File: config.mk
export PLATFORM = sky130hd
export DESIGN_NAME = fifo_packet_tx_flat
export DESIGN_NICKNAME = d
export VERILOG_FILES = /design/src/rtl/fifo_packet_tx_if.sv /design/src/rtl/fifo_packet_tx.sv /design/src/flat_wrapper.sv
export SDC_FILE = /design/constraint.sdc
export NUM_CORES = 1
export LEC_CHECK = 0
export ABC_AREA = 1
export CORE_AREA = 2 2 102 104
export DETAILED_ROUTE_END_ITERATION = 10
export DIE_AREA = 0 0 104 106
export PLACE_DENSITY = 0.47
export SLEW_MARGIN = 20
export SYNTH_ARGS = -nofsm -noshare
export SYNTH_HDL_FRONTEND = slang
export SYNTH_SLANG_ARGS = --single-unit
File: constraint.sdc
create_clock -name clk -period 4.9 [get_ports clk]
set_clock_uncertainty 0.1 [all_clocks]
set_input_delay 0.49 -clock clk [delete_from_list [all_inputs] [get_ports clk]]
set_output_delay 0.49 -clock clk [all_outputs]
set_load 0.01 [all_outputs]
File: src/rtl/fifo_packet_tx_if.sv
// ---------------------------------------------------------------------------
// fifo_packet_tx_if
// Read port between the byte FIFO and fifo_packet_tx.
//
// Signals:
//   fifo_data_in  FIFO read data (8 bits)
//   fifo_empty    FIFO holds no bytes
//   fifo_busy     FIFO port busy; no read may be issued
//   fifo_re       one-cycle read request from the consumer
//
// Handshake: fifo_re may only be high in a cycle where fifo_empty and
// fifo_busy were both low at the edge that raised it. It is never high for
// two consecutive cycles. The FIFO updates fifo_data_in on the clock edge
// that samples fifo_re high, so the byte is valid one cycle after the read
// pulse and stays valid until the next read.
//
// Modports:
//   master  the consumer (fifo_packet_tx): drives fifo_re
//   slave   the FIFO: drives data, empty and busy
// ---------------------------------------------------------------------------
interface fifo_packet_tx_if;
   logic [7:0] fifo_data_in;
   logic       fifo_empty;
   logic       fifo_busy;
   logic       fifo_re;

   modport master (
      output fifo_re,
      input  fifo_data_in,
      input  fifo_empty,
      input  fifo_busy
   );

   modport slave (
      input  fifo_re,
      output fifo_data_in,
      output fifo_empty,
      output fifo_busy
   );
endinterface

File: src/rtl/fifo_packet_tx.sv
// ---------------------------------------------------------------------------
// fifo_packet_tx
// Pops PKT_LEN bytes from a byte FIFO, sends each as an async frame
// (start 0, 8 data bits MSB-first, stop 1, BAUD_DIV clocks per bit) on tx,
// then appends a CRC-8 frame (poly 0x07, init 0, MSB-first) computed over
// the transmitted data bits. isFinish pulses once per completed packet.
//
// Ports:
//   clk        system clock, rising edge
//   reset      asynchronous active-low reset
//   enable     allows a new packet to start (sampled in IDLE)
//   clear_err  synchronous clear of error (a same-cycle error event wins)
//   fifo       FIFO read port (master side of fifo_packet_tx_if)
//   tx         registered serial line, idles high
//   busy       high whenever the FSM is not in IDLE
//   isFinish   one-cycle pulse after the CRC stop bit
//   CRC        running CRC; holds the final value after a packet
//   error      sticky: [0] underrun timeout, [1] enable dropped mid-packet
//   state_dbg  current FSM state encoding
// ---------------------------------------------------------------------------
module fifo_packet_tx #(
   parameter int PKT_LEN  = 4,
   parameter int BAUD_DIV = 16,
   parameter int TIMEOUT  = 1024
) (
   input  logic               clk,
   input  logic               reset,
   input  logic               enable,
   input  logic               clear_err,
   fifo_packet_tx_if.master   fifo,
   output logic               tx,
   output logic               busy,
   output logic               isFinish,
   output logic [7:0]         CRC,
   output logic [3:0]         error,
   output logic [3:0]         state_dbg
);

   localparam int BW = (BAUD_DIV > 1) ? $clog2(BAUD_DIV) : 1;
   localparam int TW = $clog2(TIMEOUT + 1);
   localparam logic [BW-1:0] BAUD_LAST = BW'(BAUD_DIV - 1);
   localparam logic [TW-1:0] TMO_LAST  = TW'(TIMEOUT - 1);
   localparam logic [7:0]    PKT_BYTES = 8'(PKT_LEN);

   typedef enum logic [3:0] {
      S_IDLE  = 4'd0,
      S_FETCH = 4'd1,
      S_WAIT  = 4'd2,
      S_LOAD  = 4'd3,
      S_START = 4'd4,
      S_DATA  = 4'd5,
      S_STOP  = 4'd6,
      S_CRCLD = 4'd7,
      S_DONE  = 4'd8
   } state_t;

   state_t        state;
   logic [7:0]    shift;
   logic [7:0]    byte_cnt;
   logic [2:0]    bit_cnt;
   logic [BW-1:0] baud_cnt;
   logic [TW-1:0] tmo_cnt;
   logic          crc_phase;   // set while the CRC byte itself is on the line

   assign busy      = (state != S_IDLE);
   assign state_dbg = state;

   // tx is produced from the state of the previous cycle, so every bit is
   // on the line for exactly BAUD_DIV clocks, one clock behind the state.
   always_ff @(posedge clk or negedge reset) begin
      if (!reset) begin
         state        <= S_IDLE;
         tx           <= 1'b1;
         fifo.fifo_re <= 1'b0;
         isFinish     <= 1'b0;
         CRC          <= 8'h00;
         error        <= 4'b0000;
         shift        <= 8'h00;
         byte_cnt     <= 8'h00;
         bit_cnt      <= 3'd0;
         baud_cnt     <= '0;
         tmo_cnt      <= '0;
         crc_phase    <= 1'b0;
      end else begin
         tx           <= 1'b1;
         fifo.fifo_re <= 1'b0;
         isFinish     <= 1'b0;

         // Clear first so that an error event later in this block wins.
         if (clear_err) error <= 4'b0000;
         if (state != S_IDLE && !enable) error[1] <= 1'b1;

         case (state)
            S_IDLE: begin
               if (enable && !fifo.fifo_empty) begin
                  CRC       <= 8'h00;
                  byte_cnt  <= 8'h00;
                  tmo_cnt   <= '0;
                  crc_phase <= 1'b0;
                  state     <= S_FETCH;
               end
            end

            S_FETCH: begin
               if (!fifo.fifo_empty && !fifo.fifo_busy) begin
                  fifo.fifo_re <= 1'b1;
                  state        <= S_WAIT;
               end else if (tmo_cnt == TMO_LAST && byte_cnt != 8'h00) begin
                  error[0] <= 1'b1;
                  state    <= S_IDLE;
               end else if (tmo_cnt != TMO_LAST) begin
                  // Saturates while waiting for the very first byte.
                  tmo_cnt <= tmo_cnt + 1'b1;
               end
            end

            S_WAIT: begin
               state <= S_LOAD;
            end

            S_LOAD: begin
               shift    <= fifo.fifo_data_in;
               baud_cnt <= '0;
               state    <= S_START;
            end

            S_START: begin
               tx <= 1'b0;
               if (baud_cnt == BAUD_LAST) begin
                  baud_cnt <= '0;
                  bit_cnt  <= 3'd0;
                  state    <= S_DATA;
               end else begin
                  baud_cnt <= baud_cnt + 1'b1;
               end
            end

            S_DATA: begin
               tx <= shift[7];
               if (baud_cnt == BAUD_LAST) begin
                  baud_cnt <= '0;
                  shift    <= {shift[6:0], 1'b0};
                  if (!crc_phase) begin
                     CRC <= {CRC[6:0], 1'b0} ^ ((CRC[7] ^ shift[7]) ? 8'h07 : 8'h00);
                  end
                  if (bit_cnt == 3'd7) begin
                     state <= S_STOP;
                  end else begin
                     bit_cnt <= bit_cnt + 1'b1;
                  end
               end else begin
                  baud_cnt <= baud_cnt + 1'b1;
               end
            end

            S_STOP: begin
               if (baud_cnt == BAUD_LAST) begin
                  baud_cnt <= '0;
                  if (crc_phase) begin
                     isFinish <= 1'b1;
                     state    <= S_DONE;
                  end else begin
                     byte_cnt <= byte_cnt + 1'b1;
                     tmo_cnt  <= '0;
                     if (byte_cnt + 8'd1 == PKT_BYTES) begin
                        state <= S_CRCLD;
                     end else begin
                        state <= S_FETCH;
                     end
                  end
               end else begin
                  baud_cnt <= baud_cnt + 1'b1;
               end
            end

            S_CRCLD: begin
               shift     <= CRC;
               crc_phase <= 1'b1;
               baud_cnt  <= '0;
               state     <= S_START;
            end

            S_DONE: begin
               state <= S_IDLE;
            end

            default: begin
               state <= S_IDLE;
            end
         endcase
      end
   end

endmodule

File: src/flat_wrapper.sv
// flat-port wrapper written by rule: the top's interface ports become plain ports
module fifo_packet_tx_flat 
#(
   parameter int PKT_LEN  = 4,
   parameter int BAUD_DIV = 16,
   parameter int TIMEOUT  = 1024
)
  (clk, reset, enable, clear_err, tx, busy, isFinish, CRC, error, state_dbg, fifo_fifo_re, fifo_fifo_data_in, fifo_fifo_empty, fifo_fifo_busy);
  fifo_packet_tx_if fifo_i ();
  input  logic clk;
  input  logic reset;
  input  logic enable;
  input  logic clear_err;
  output logic tx;
  output logic busy;
  output logic isFinish;
  output logic [7:0] CRC;
  output logic [3:0] error;
  output logic [3:0] state_dbg;
  output wire logic [$bits(fifo_i.fifo_re)-1:0] fifo_fifo_re;
  input wire logic [$bits(fifo_i.fifo_data_in)-1:0] fifo_fifo_data_in;
  input wire logic [$bits(fifo_i.fifo_empty)-1:0] fifo_fifo_empty;
  input wire logic [$bits(fifo_i.fifo_busy)-1:0] fifo_fifo_busy;
  assign fifo_fifo_re = fifo_i.fifo_re;
  assign fifo_i.fifo_data_in = fifo_fifo_data_in;
  assign fifo_i.fifo_empty = fifo_fifo_empty;
  assign fifo_i.fifo_busy = fifo_fifo_busy;
  fifo_packet_tx #(.PKT_LEN(PKT_LEN), .BAUD_DIV(BAUD_DIV), .TIMEOUT(TIMEOUT)) u_core (.clk(clk), .reset(reset), .enable(enable), .clear_err(clear_err), .fifo(fifo_i), .tx(tx), .busy(busy), .isFinish(isFinish), .CRC(CRC), .error(error), .state_dbg(state_dbg));
endmodule
Word-level counts from Yosys, hierarchy flattened
Cells that the tools add are included.
- register bits after elaboration: 52
- output and inout port bits: 20
- $add $sub $neg: 4
- eq/ne operators: 24
- mux-type cells: 46
- bitwise operators: 2
- reductions and logical operators: 27
- operators with widths (kind ; count):
    $mux W11 ; 6
    $mux W8 ; 6
    $mux W4 ; 9
    $pmux W11 S3 ; 1
    $pmux W8 S2 ; 2
    $pmux W4 S7 ; 1
    $pmux W8 S3 ; 1
    $eq A4 B3 Y1 const B ; 4
    $mux W3 ; 5
    $ne A2 B1 Y1 const B ; 6
    $reduce_and A4 Y1 ; 3
    $reduce_bool A2 Y1 ; 6
    $add A11 B1 Y11 const B ; 1
    $eq A11 B10 Y1 const B ; 1
    $ne A11 B10 Y1 const B ; 1
    $mux W1 ; 10
    $ne A2 B2 Y1 const B ; 5
    $add A8 B1 Y8 const B ; 1
    $eq A4 B2 Y1 const B ; 2
    $eq A8 B3 Y1 const B ; 1
    $pmux W4 S2 ; 1
    $reduce_bool A8 Y1 ; 1
    $xor A8 B8 Y8 ; 1
    $reduce_and A7 Y1 ; 1
    other kinds (19) ; 27

Longest topological paths before layout
Gate-level depths: netlist of the first run.
- depth in word-level cells: 6
- mapped depth: 12
- gate-level depth less buffers: 12

Worst setup path after synthesis of the first run
OpenSTA, ideal clock, no wires.
- kind: reg2reg
- start point: register u_core.tmo_cnt[0]
- end point: register u_core.tmo_cnt[7]
- arrival time: 1450 ps
- required time: 4679 ps
- slack: 3229 ps
- cell stages (with the launch flop): 10
- buffers on the path: 1
- path through: dfrtp_1 -> ha_1 -> inv_1 -> nor2_2 -> nand2_1 -> nor2_1 -> nand3_1 -> nand3_2 -> buf_2 -> o21ai_1
- longest elaborated chain between the ends: 5
- elaborated cells on any way between the ends: 11
- those cells by class: add/sub (1); eq/ne (4); mux (4); reduce/logical (2)
- RTL lines (what ; line ; RTL):
    start, declared ; fifo_packet_tx.sv:62 ; logic [TW-1:0] tmo_cnt;
    start signal, assigned ; fifo_packet_tx.sv:113 ; tmo_cnt <= tmo_cnt + 1'b1;
    $add A11 B1 Y11 ; fifo_packet_tx.sv:113 ;
    $mux W11 ; fifo_packet_tx.sv:111 ; end else if (tmo_cnt != TMO_LAST) begin
    $mux W11 ; fifo_packet_tx.sv:108 ; end else if (tmo_cnt == TMO_LAST && byte_cnt != 8'h00) begin
    $mux W11 ; fifo_packet_tx.sv:105 ; if (!fifo.fifo_empty && !fifo.fifo_busy) begin
    $pmux W11 S3 ; fifo_packet_tx.sv:93 ; case (state)
Several ways; a longest one is shown, not always the timed one. The select of a mux whose other input is x is not followed.
A chain may end at the register's enable or synchronous reset.

Worst setup path after layout of the first run
- start point: register u_core.state[0], in the netlist u_core.state_dbg[0]
- end point: output port busy
- longest elaborated chain between the ends: 1
- RTL lines (what ; line ; RTL):
    start, declared ; fifo_packet_tx.sv:57 ; state_t state;
    start signal, assigned ; fifo_packet_tx.sv:72 ; state <= S_IDLE;
    start signal, assigned ; fifo_packet_tx.sv:100 ; state <= S_FETCH;
    start signal, assigned ; fifo_packet_tx.sv:107 ; state <= S_WAIT;
    $reduce_bool A4 Y1 ; fifo_packet_tx.sv:65 ; assign busy = (state != S_IDLE);
    end, declared ; flat_wrapper.sv:15 ; output logic busy;
Every way passes these cells.

==> results of run 1 <==
==> cell families after synthesis <==
group                      count (synthesis)  share of synthesized area [%]
xor gates and xnor gates                   2                          0.599
AOI/OAI and AO/OA                         77                           14.9
DFF                                       52                           44.6
other                                      1                          0.128
and+or+nand+nor                          188                           28.1
buffers and inverters                     65                           9.16
adders and majority gates                  6                           2.57
==> worst min-delay path by stage <==
stage | end | slack (ns) | cells past startpoint
after floorplan | u_core.CRC[0] | 0.09 | 0
after global placement | u_core.shift[3] | 0.38 | 2
after detailed placement | u_core.shift[4] | 0.38 | 2
after CTS | u_core.byte_cnt[7] | 0.23 | 2
after global routing | u_core.byte_cnt[7] | 0.27 | 2
final | u_core.byte_cnt[7] | 0.19 | 2
==> registers in the layout (all words and copies together), names as in the netlist <==
signal and cells:
u_core.tmo_cnt 11, u_core.CRC 8, u_core.byte_cnt 8, u_core.shift 8, u_core.baud_cnt 4, u_core.state_dbg 4
u_core.bit_cnt 3, u_core.error 2, u_core.crc_phase 1, u_core.fifo.fifo_re 1, u_core.isFinish 1, u_core.tx 1
==> critical path: cells and delay by family, from the launching register on <==
kind          cells  cell delay, ns
simple gates      2            0.25
buf+inv           3            0.85
flops             1            0.50
==> per-stage QoR <==
stage / setup slack [ns] / cells / util, % / total power (W) / hold slack [ns]
finish: 2.40 / 559 / 34.4 / 0.000728 / 0.194
global route: 2.24 / 559 / 34.4 / 0.000762 / 0.272
detailed placement: 2.63 / 551 / 33.5 / 0.000476 / 0.383
floorplan: 3.23 / 392 / - / 0.000453 / 0.0944
global placement: 2.73 / 551 / 33.5 / 0.000476 / 0.381
CTS: 2.37 / 559 / 34.4 / 0.000742 / 0.230
==> area by class of cell <==
| cell class | count | share of cell area, % |
|---|---|---|
| Clock buffer | 6 | 2.40 |
| Inverter | 56 | 6.10 |
| Multi-Input combinational cell | 275 | 39.4 |
| Sequential cell | 52 | 37.8 |
| Tap cell | 136 | 4.94 |
| Clock inverter | 2 | 0.291 |
| Timing Repair Buffer | 32 | 9.08 |
==> per-layer routing <==
metal	vias to the layer above	share of wire (%)	GRT usage, %
li1	1320	-	-
met5	-	0	0
met4	0	0.96	2.90
met2	52	46	21.9
met3	6	5.9	3.68
met1	1194	47	18.4
==> layout by cell type, fill, tap and decap left out, drive strengths merged <==
cell,synthesis,layout
inv,56,56
or2,3,3
dfstp,1,1
buf,8,2
a311oi,1,1
xor2,1,1
clkinv,0,2
nor3,4,4
clkdlybuf4s50,0,30
o21bai,3,3
clkbuf,1,6
a32o,2,2
o21ai,53,53
nor2,39,39
o211ai,1,1
a21oi,11,11
nand4,4,4
xnor2,1,1
nand2,101,101
nand3,37,37
dfrtp,51,51
a41oi,1,1
o22ai,5,5
ha,6,6
conb,1,2
==> power by group <==
part / switching (W) / internal (W) / leakage, nW / total (W)
registers: 0.00000236 / 0.000433 / 0.587 / 0.000435
clock network: 0.000149 / 0.000113 / 0.0510 / 0.000262
logic: 0.0000164 / 0.0000147 / 0.972 / 0.0000310
==> results list, run 1 <==
- Clock root buffer master: clkbuf_8
* Synth Instances: about 400
- After synthesis, the share of flip-flops with an asynchronous set or reset is 100%.
- Number of enable flip-flop cells after synthesis: 0
* DRT Pass-1 Iters: 4
- Number of gates given a new drive strength after cts: 0
- Ranking of synthesized cells by area: dfrtp_1 44%, nand2_1 12%, inv_1 6.4%
* Maximum buffer depth of the clock tree: 2
- The region available for standard cell placement spans between 9000 and 10,000 µm².
- CP endpoint kind: output port
- In this run the worst hold path is classified as in -> async.
- Detailed-route via count: around 2,600
* Clock edge transition at the registers on the reported setup and hold paths: around 0.10 ns
- Last weighted congestion value of the routability-driven placer: 0.821
- Total number of H-tree levels: 2
- After layout, the minimum clock period comes to roughly 2.5 ns.
* Post-Layout Inst Area: 3440 µm²
- DRC viols: 0
* GR Overflow Total: 0
- Register area: approximately 1300 µm²
- Max FO, Critical Path: 8
* Data required time of the worst path: about 4.3 ns
- By count the netlist is led by 96 x nand2_1, 51 x dfrtp_1, 50 x inv_1.
* Number of failing hold endpoints at the final stage: 0
* TritonCTS Buffers: 5
- Yosys synthesis warning count: 0
- For this run, the slowest stage of the critical path takes about 0.55 ns.
- Max-slew violations: 0
* Flop2flop setup slack: 2.84 ns
- PortBufs: 31
- After synthesis the netlist holds a flip-flop and latch count of 52.
- The run finished with clean final reports.
- Antenna-violating nets left: 0
- Total power per unit cell area: 211 nW/µm²
- Headroom to the max-slew limit: roughly 55%
- For this block, the routed nets add up to 6.96 mm of wire.
- I/O pin cnt: 34
- Once the clock tree was built, the setup fixing pass inserted 0 buffers.
* Die extent in x: ~100 µm
- Final-layout setup total negative slack: 0 ns
- The signal on the critical path passes through inv_2 > nand2_1 > nor2_2 > inv_1 > clkdlybuf4s50_1.
- Setup repair after global routing left no endpoint under its margin.
* Worst setup path startpoint: u_core.state_dbg[0]
* Avg Cell Area, Syn: approximately 7.5 µm²
- Relative area change from synthesis to final layout: 17.9%
- Post-layout nets: approximately 440
* Routed wire length per instance: 12.4 µm
* Number of clock sinks: 52
* Period utilisation layout: slightly above 50%
* Height of the chip: 106 µm
- Derived from the worst setup path, the maximum achievable clock frequency is between 400 and 500 MHz.
- Post-Place Cell Area: around 3400 µm²
- Ratio of cells with drive above 1 in the final layout: between 8 and 9%
* Number of unique standard cell types used by synthesis: 34
* CTS tree: yes
- Filler cell count in the final layout: around 1,100
- Ys flop type: dfrtp_1
- Portion of the post-synthesis area used by sequential elements: 44.6%
- Overall die area: 11,000 µm²
- At the pin with the least slew margin, the transition time is 0.678 ns.
- The number of global-route vias before repair came to between 2,000 and 2,500.
* Launch instance of the worst register-to-register path: u_core.state_dbg[2]
- Largest net degree at the start of global routing: between 50 and 60
- For the worst-skew pair, the clock arrives at the later sink with an insertion delay of a little over 0.3 ns.
* Critical path destination: busy
- CTS Hold Buffers Added: 0
- End of the worst register-to-register path: u_core.CRC[5]
* Detail-routed via count per cell: roughly 4.6
- Global-route wire length before repair: roughly 12 mm
- In the global route stage, overall resource usage came out at around 14%.
- Once detailed placement completed, the half-perimeter wirelength came to between 5 and 6 mm.
* Area share of the largest cell type after synthesis: 43.7%
- Violation count after the first detailed-route iteration: ~110
- Most frequently used cell type in the post-synthesis netlist: nand2_1
* Standard cell with the maximum stage delay on the critical path: clkdlybuf4s50_1
- Setup violations, final: 0
- The worst setup path is launched from a flip-flop.
* Antenna cells: 0
- Worst path arrival time: roughly 1.9 ns
- Initial core utilization: roughly 29%
* Total area of multi-input combinational cells: between 1000 and 1500 µm²
- In this run the cell area of the synthesized design comes to between 2000 and 3000 µm².
* Largest voltage drop on the vdd net: ~0.12 mV
- Count of max-cap constraint violations: 0
- Type of the setup path with the least slack: reg -> out
- Of all cell types, the one taking the most synthesized area is dfrtp_1.
- The initial antenna violation count is 0.
- Static leakage: 1.61 nW
- The initialized floorplan defines 37 standard-cell rows.
- Register-to-Register Path Depth: 8
Power figures use the tool's default switching activity.
==> run 2: changes to the inputs <==
Clock period 4.9 ns to 2.3 ns, I/O delays scaled along.
==> run 2 against run 1 <==
Compared with the run above:
- global-route usage rose by 0.34 points
- first-iteration DRC count fell by 21%
- critical path type is now reg -> reg
- largest cell class unchanged
- routed wire length rose by 0.63%
==> results list, run 2 (synthesis gave the netlist of run 1 again) <==
- Run status: finished clean
- Leaving out filler cells and counting taps, the final layout contains between 500 and 600.
* Relative area change from synthesis to final layout: 19.4%
- Global-route wire length before repair: about 12 mm
* I/O pin cnt: 34
* Core Box Area: between 9000 and 10,000 µm²
- On the worst path, the slowest cell contributes a delay of 0.40 ns.
* DPL Wire Length: approximately 5.3 mm
* Violation count after the first detailed-route iteration: approximately 90
* Detailed-route via count: approximately 2,500
- After layout, the design draws a total of approximately 0.0015 W.
* Clock root buffer master: clkbuf_8
* Final critical path time including I/O delays and setup: 1.94 ns
- Type of the setup path with the least slack: reg -> reg
- In this run the power density over the cells is 443 nW/µm².
- After routing, the total negative slack on setup checks comes to 0 ns.
* Data required time of the worst path: between 2 and 2.5 ns
* Overall die area: 11,000 µm²
* CP dominant cell by count: nand2_1
- Placed Instances: 554
* Reg with most FFs: u_core.tmo_cnt
* End of the worst register-to-register path: u_core.tmo_cnt[5]
* Antenna-violating nets left: 0
- Static leakage: between 1.5 and 2 nW
* Worst min-delay path category: in -> async
- For the worst flop-to-flop path, the logic depth is 9.
- The setup check on the worst reg-to-reg path leaves a slack of 0.36 ns.
- Utilization after layout: a little over a third
- Largest net degree at the start of global routing: 31
- The die is approximately 100 µm wide.
* Detail-routed via count per cell: 4.52
- DRC viols: 0
* CP bufs+invs: 1
* Total number of H-tree levels: 2
* PortBufs: 31
* Number of antenna violations at the first check in global routing: 0
- After the last flow step, the layout net total stands at about 450.
- Total GRT Usage: ~14%
- The tool flagged a number of max-cap violations equal to 0.
- Max-slew violations: 0
* Largest delay share family, worst path: simple AND/OR/NAND/NOR gates
- Post-CTS repair timing setup buffer count: 0
- Startpoint class of the critical path: flip-flop
* Clock edge transition at the registers on the reported setup and hold paths: around 0.09 ns
- Max FO, Critical Path: 22
* Actual slew at the worst max-slew pin: 0.575 ns
- For this design, the sink count on the clock tree is between 50 and 60.
- In this run the deepest clock path goes through 2 buffers.
- Number of failing hold endpoints at the final stage: 0
- For this design, the slowest cell found on the critical path is dfrtp_1.
- Across the VDD grid, the largest voltage drop is 0.202 mV.
- The initial utilization of the core area, before any placement, comes to 29.2%.
* CP endpoint kind: flip-flop
- The number of global-route vias before repair was approximately 2,600.
* TritonCTS Buffers: 5
- Setup repair after global routing missed its margin: no
- The congestion estimate from routability-driven global placement came to ~0.84.
* Ordered list of cells on the worst path: ha_1 > inv_1 > nor2_2 > nand2_1 > nor2_1 > nand3_1 > nand3_2 > nand2_1 > o21ai_1
- Hold timing on the final database bottoms out at a slack of 0.352 ns.
* Top library cells by usage in the layout, fill and taps aside: 96 x nand2_1, 50 x inv_1, 50 x dfrtp_1
* Setup violations, final: 0
* DRT Pass-1 Iters: 4
- Filler cell count in the final layout: approximately 1,100
* Leading cell type in the layout, fill and taps excluded: nand2_1
* GR Overflow Total: 0
* Ratio of cells with drive above 1 in the final layout: under 10%
* Number of cell rows: 37
* Launch instance of the worst register-to-register path: u_core.tmo_cnt[1]
- The register with the most flip-flops in the layout has 11 of them.
* CTS tree: yes
- Fmax: about 520 MHz
- Insertion delay of the later-clocked pin in the worst-skew pair: around 0.31 ns
- Antenna cells: 0
- STA puts the critical path data arrival time at 2.06 ns.
- The final critical path takes up a little over four fifths of the cycle.
- Height of the chip: 106 µm
* Headroom to the max-slew limit: approximately three fifths
- Routed wire length per instance: ~12 µm
- Overall routed net length: around 7 mm
-- run 2: layout make-up --
cell class	count	area [µm²]	area share, %
clock buffer	8	90.1	2.58
inverter	56	210	6.02
multi-input combinational	275	1360	38.9
sequential	52	1300	37.3
tap	136	170	4.87
timing repair buffer	36	360	10.3
-- run 2: timing repair --
item	4_1_cts	5_1_grt
resized for setup	0	2
hold buffers	1	0
endpoints found under the setup margin	0	4
endpoints found under the hold margin	21	0
-- run 2: per-layer routing --
metal  routed length, µm  global-route usage [%]  share of wire [%]  vias up
met5                   0                       0                  0        -
met2                3120                    23.1                 45       48
met4                 141                    4.44                2.0        0
met3                 340                    3.37                4.9       10
li1                    -                       -                  -     1329
met1                3400                    17.9                 49     1156
-- run 2: stage by stage --
step,setup slack (ns),area (µm²)
5_1_grt,0.0521,3490
4_1_cts,0.0261,3490
6_report,0.361,3490
2_1_floorplan,0.629,2930
3_5_place_dp,0.239,3390
3_3_place_gp,0.278,3390
-- run 2: where the power goes --
group          internal, W  leakage (nW)  switching, W
Combinational    0.0000347         0.995     0.0000369
Clock             0.000246        0.0455      0.000300
Sequential        0.000922         0.586    0.00000471
Total              0.00120          1.63      0.000342
-- run 2: worst max-delay path by stage --
stage	slack, ns	cells past startpoint	end	start
after CTS	0.03	5	busy	u_core.state_dbg[0]
after global placement	0.28	9	u_core.tmo_cnt[10]	u_core.state_dbg[0]
final	0.36	9	u_core.tmo_cnt[5]	u_core.tmo_cnt[1]
after floorplan	0.63	9	u_core.tmo_cnt[7]	u_core.tmo_cnt[0]
after global routing	0.05	9	u_core.tmo_cnt[0]	u_core.tmo_cnt[1]
after detailed placement	0.24	9	u_core.tmo_cnt[1]	u_core.state_dbg[0]
==> run 3: changes to the inputs <==
Clock period 2.3 ns to 2 ns, I/O delays scaled along.
==> run 3 against run 2 <==
Compared with the run above:
- design area rose by 1.8%
- sequential share of layout area down 0.62 points
- critical path depth shrank 4
- via count is 1.7% higher
- largest power group unchanged
==> results list, run 3 (synthesis gave the netlist of run 1 again) <==
- The flow ran to the end, and the final reports show no timing, DRC or antenna violations.
* Detailed-route via count: 2,587
- The first global-routing pass estimated between 10 and 15 mm of wire.
* Number of antenna violations at the first check in global routing: 0
- During placement, the flow inserted port buffers numbering 31.
- Maximum buffer depth of the clock tree: 2
- The library cell used most frequently in the layout, excluding fill and tap cells, is nand2_1.
- Setup violations remaining at the end of the flow were counted as 0.
- 0 antenna diodes ended up in the layout.
* Ordered list of cells on the worst path: inv_1 > nand2_1 > nor2_4 > inv_2 > dlygate4sd2_1
* Overall power consumption: 0.00189 W
* Number of failing hold endpoints at the final stage: 0
* Routed wire length per instance: 12.7 µm
- Total number of H-tree levels: 2
* Slack of the critical path: 0.130 ns
- I/O pin cnt: 34
- For the worst setup path, the data required time is approximately 1.7 ns.
* CP endpoint kind: output port
- The root buffer cell chosen for the clock tree is clkbuf_8.
* Largest voltage drop on the vdd net: slightly below 0.4 mV
- After legalization and detailed placement, the total HPWL measured 5.24 mm.
- Summed over all cells, the static leakage comes to between 1.5 and 2 nW.
- Based on the critical path, the design can be clocked at up to around 530 MHz.
- Counting tap cells, the placed design contains a total of about 560 instances.
* DRC viols: 0
- The final number of max-transition violations was 0.
- Ratio of cells with drive above 1 in the final layout: about a tenth
* Clock edge transition at the registers on the reported setup and hold paths: approximately 0.10 ns
- The first detailed-routing pass ran for 4 iterations.
- The die is approximately 100 µm wide.
* Total GRT Usage: 13.9%
* Overall die area: about 11,000 µm²
- The clock reaches the later pin of the worst-skew pair after about 0.31 ns.
- The number of global-route vias before repair is between 2,000 and 3,000.
* Max FO, Critical Path: 5
- Antenna-violating nets left: 0
* Post-layout nets: 450
* Utilization after layout: 35.5%
* Largest net degree at the start of global routing: 53
- The die is approximately 110 µm tall.
- The setup path with the least slack is of type reg -> out.
- The area growth from synthesis to layout is 21.6%.
* Last weighted congestion value of the routability-driven placer: ~0.79
- Reg with most FFs: u_core.tmo_cnt
- At the worst endpoint, the arrival time is approximately 1.6 ns.
- GR Overflow Total: 0
- Initial core utilization: 29.2%
- The tree built by TritonCTS fans out to 52 sinks.
- Peak per-stage delay on the critical path: ~0.43 ns
- Number of cell rows: 37
* Filler cell count in the final layout: 1,096
- Leaving out filler cells and counting taps, the final layout contains 567.
* Count of max-cap constraint violations: 0
* TritonCTS Buffers: 5
* Final critical path time including I/O delays and setup: about 1.9 ns
- The register with the most flip-flops in the layout has 11 of them.
* Period utilisation layout: 93.5%
- CTS tree: yes
- The library cells used most frequently in the layout, excluding fill and tap cells, are 96 x nand2_1, 49 x inv_1, 49 x dfrtp_1.
- The first routing iteration left roughly 140 violations.
* Setup WS pre-CTS: roughly 0.085 ns
- Worst min-delay path category: in -> async
- Standard cell with the maximum stage delay on the critical path: dfrtp_1
- Total power per unit cell area: between 500 and 600 nW/µm²
* Startpoint class of the critical path: flip-flop
- Core Box Area: between 9000 and 10,000 µm²
- Detail-routed via count per cell: ~4.6
- Wires add up to slightly above 7 mm.
==> run 3: cell count changes in the layout (fill, tap and decap cells not counted), sizes merged <==
cell          before  now
buf                5    9
bufinv             0    1
clkbuf             8    6
clkinv             0    1
dlygate4sd2        0    1
dlymetal6s2s       1    0
==> run 3: path summary, 6_finish.rpt <==
kind / slack (ns) / start / cells after the start / endpoint
worst max-delay path: 0.13 / u_core.state_dbg[2] / 5 / busy
worst min register to register: 0.40 / u_core.shift[1] / 2 / u_core.shift[1]
worst max register to register: 0.19 / u_core.state_dbg[2] / 8 / u_core.CRC[6]
worst min-delay path: 0.31 / reset / 3 / u_core.byte_cnt[1]
min in group clk: 0.39 / enable / 2 / u_core.error[1]
max in group asynchronous: 1.18 / reset / 3 / u_core.tx
==> run 3: layer usage <==
| metal | vias up | track usage, % | part of all wire (%) |
|---|---|---|---|
| met5 | - | 0 | 0 |
| met4 | 0 | 4.44 | 1.2 |
| met3 | 8 | 2.64 | 3.2 |
| met2 | 42 | 22.7 | 44 |
| met1 | 1189 | 18.5 | 51 |
| li1 | 1348 | - | - |
==> run 3: power breakdown <==
part | leakage, nW | switching (W) | internal (W)
sequential | 0.583 | 0.00000545 | 0.00106
combinational | 1.01 | 0.0000416 | 0.0000401
clock | 0.0552 | 0.000365 | 0.000373
total | 1.65 | 0.000412 | 0.00147
==> run 3: what timing repair did <==
action / in CTS / in global routing
resized for setup: 3 / 6
setup endpoints to repair: 1 / 20
setup buffers: 0 / 1
hold endpoints to repair: 51 / 0
hold buffers: 1 / 0
pin swaps: 0 / 1
==> run 3: cell type report <==
class | instances | area (µm²) | share of cell area [%]
clock buffers | 6 | 72.6 | 2.04
clock inverters | 2 | 35.0 | 0.986
inverters | 56 | 210 | 5.92
multi-input cells | 275 | 1370 | 38.7
flip-flops and latches | 52 | 1310 | 36.7
well taps | 136 | 170 | 4.79
repair buffers | 40 | 387 | 10.9
==> run 3: metrics by stage <==
stage | area [µm²] | hold WS (ns) | setup TNS, ns
after floorplan | 2930 | -0.196 | 0
after global placement | 3410 | 0.125 | 0
after detailed placement | 3410 | 0.124 | 0
after CTS | 3530 | 0.326 | 0
after global routing | 3550 | 0.342 | -0.0224
final | 3550 | 0.310 | 0
==> run 3: critical path, delay by kind of cell, from the launching register on <==
family                 cells  cell delay, ns
buffers and inverters      3            0.53
DFF                        1            0.43
and+or+nand+nor            2            0.31
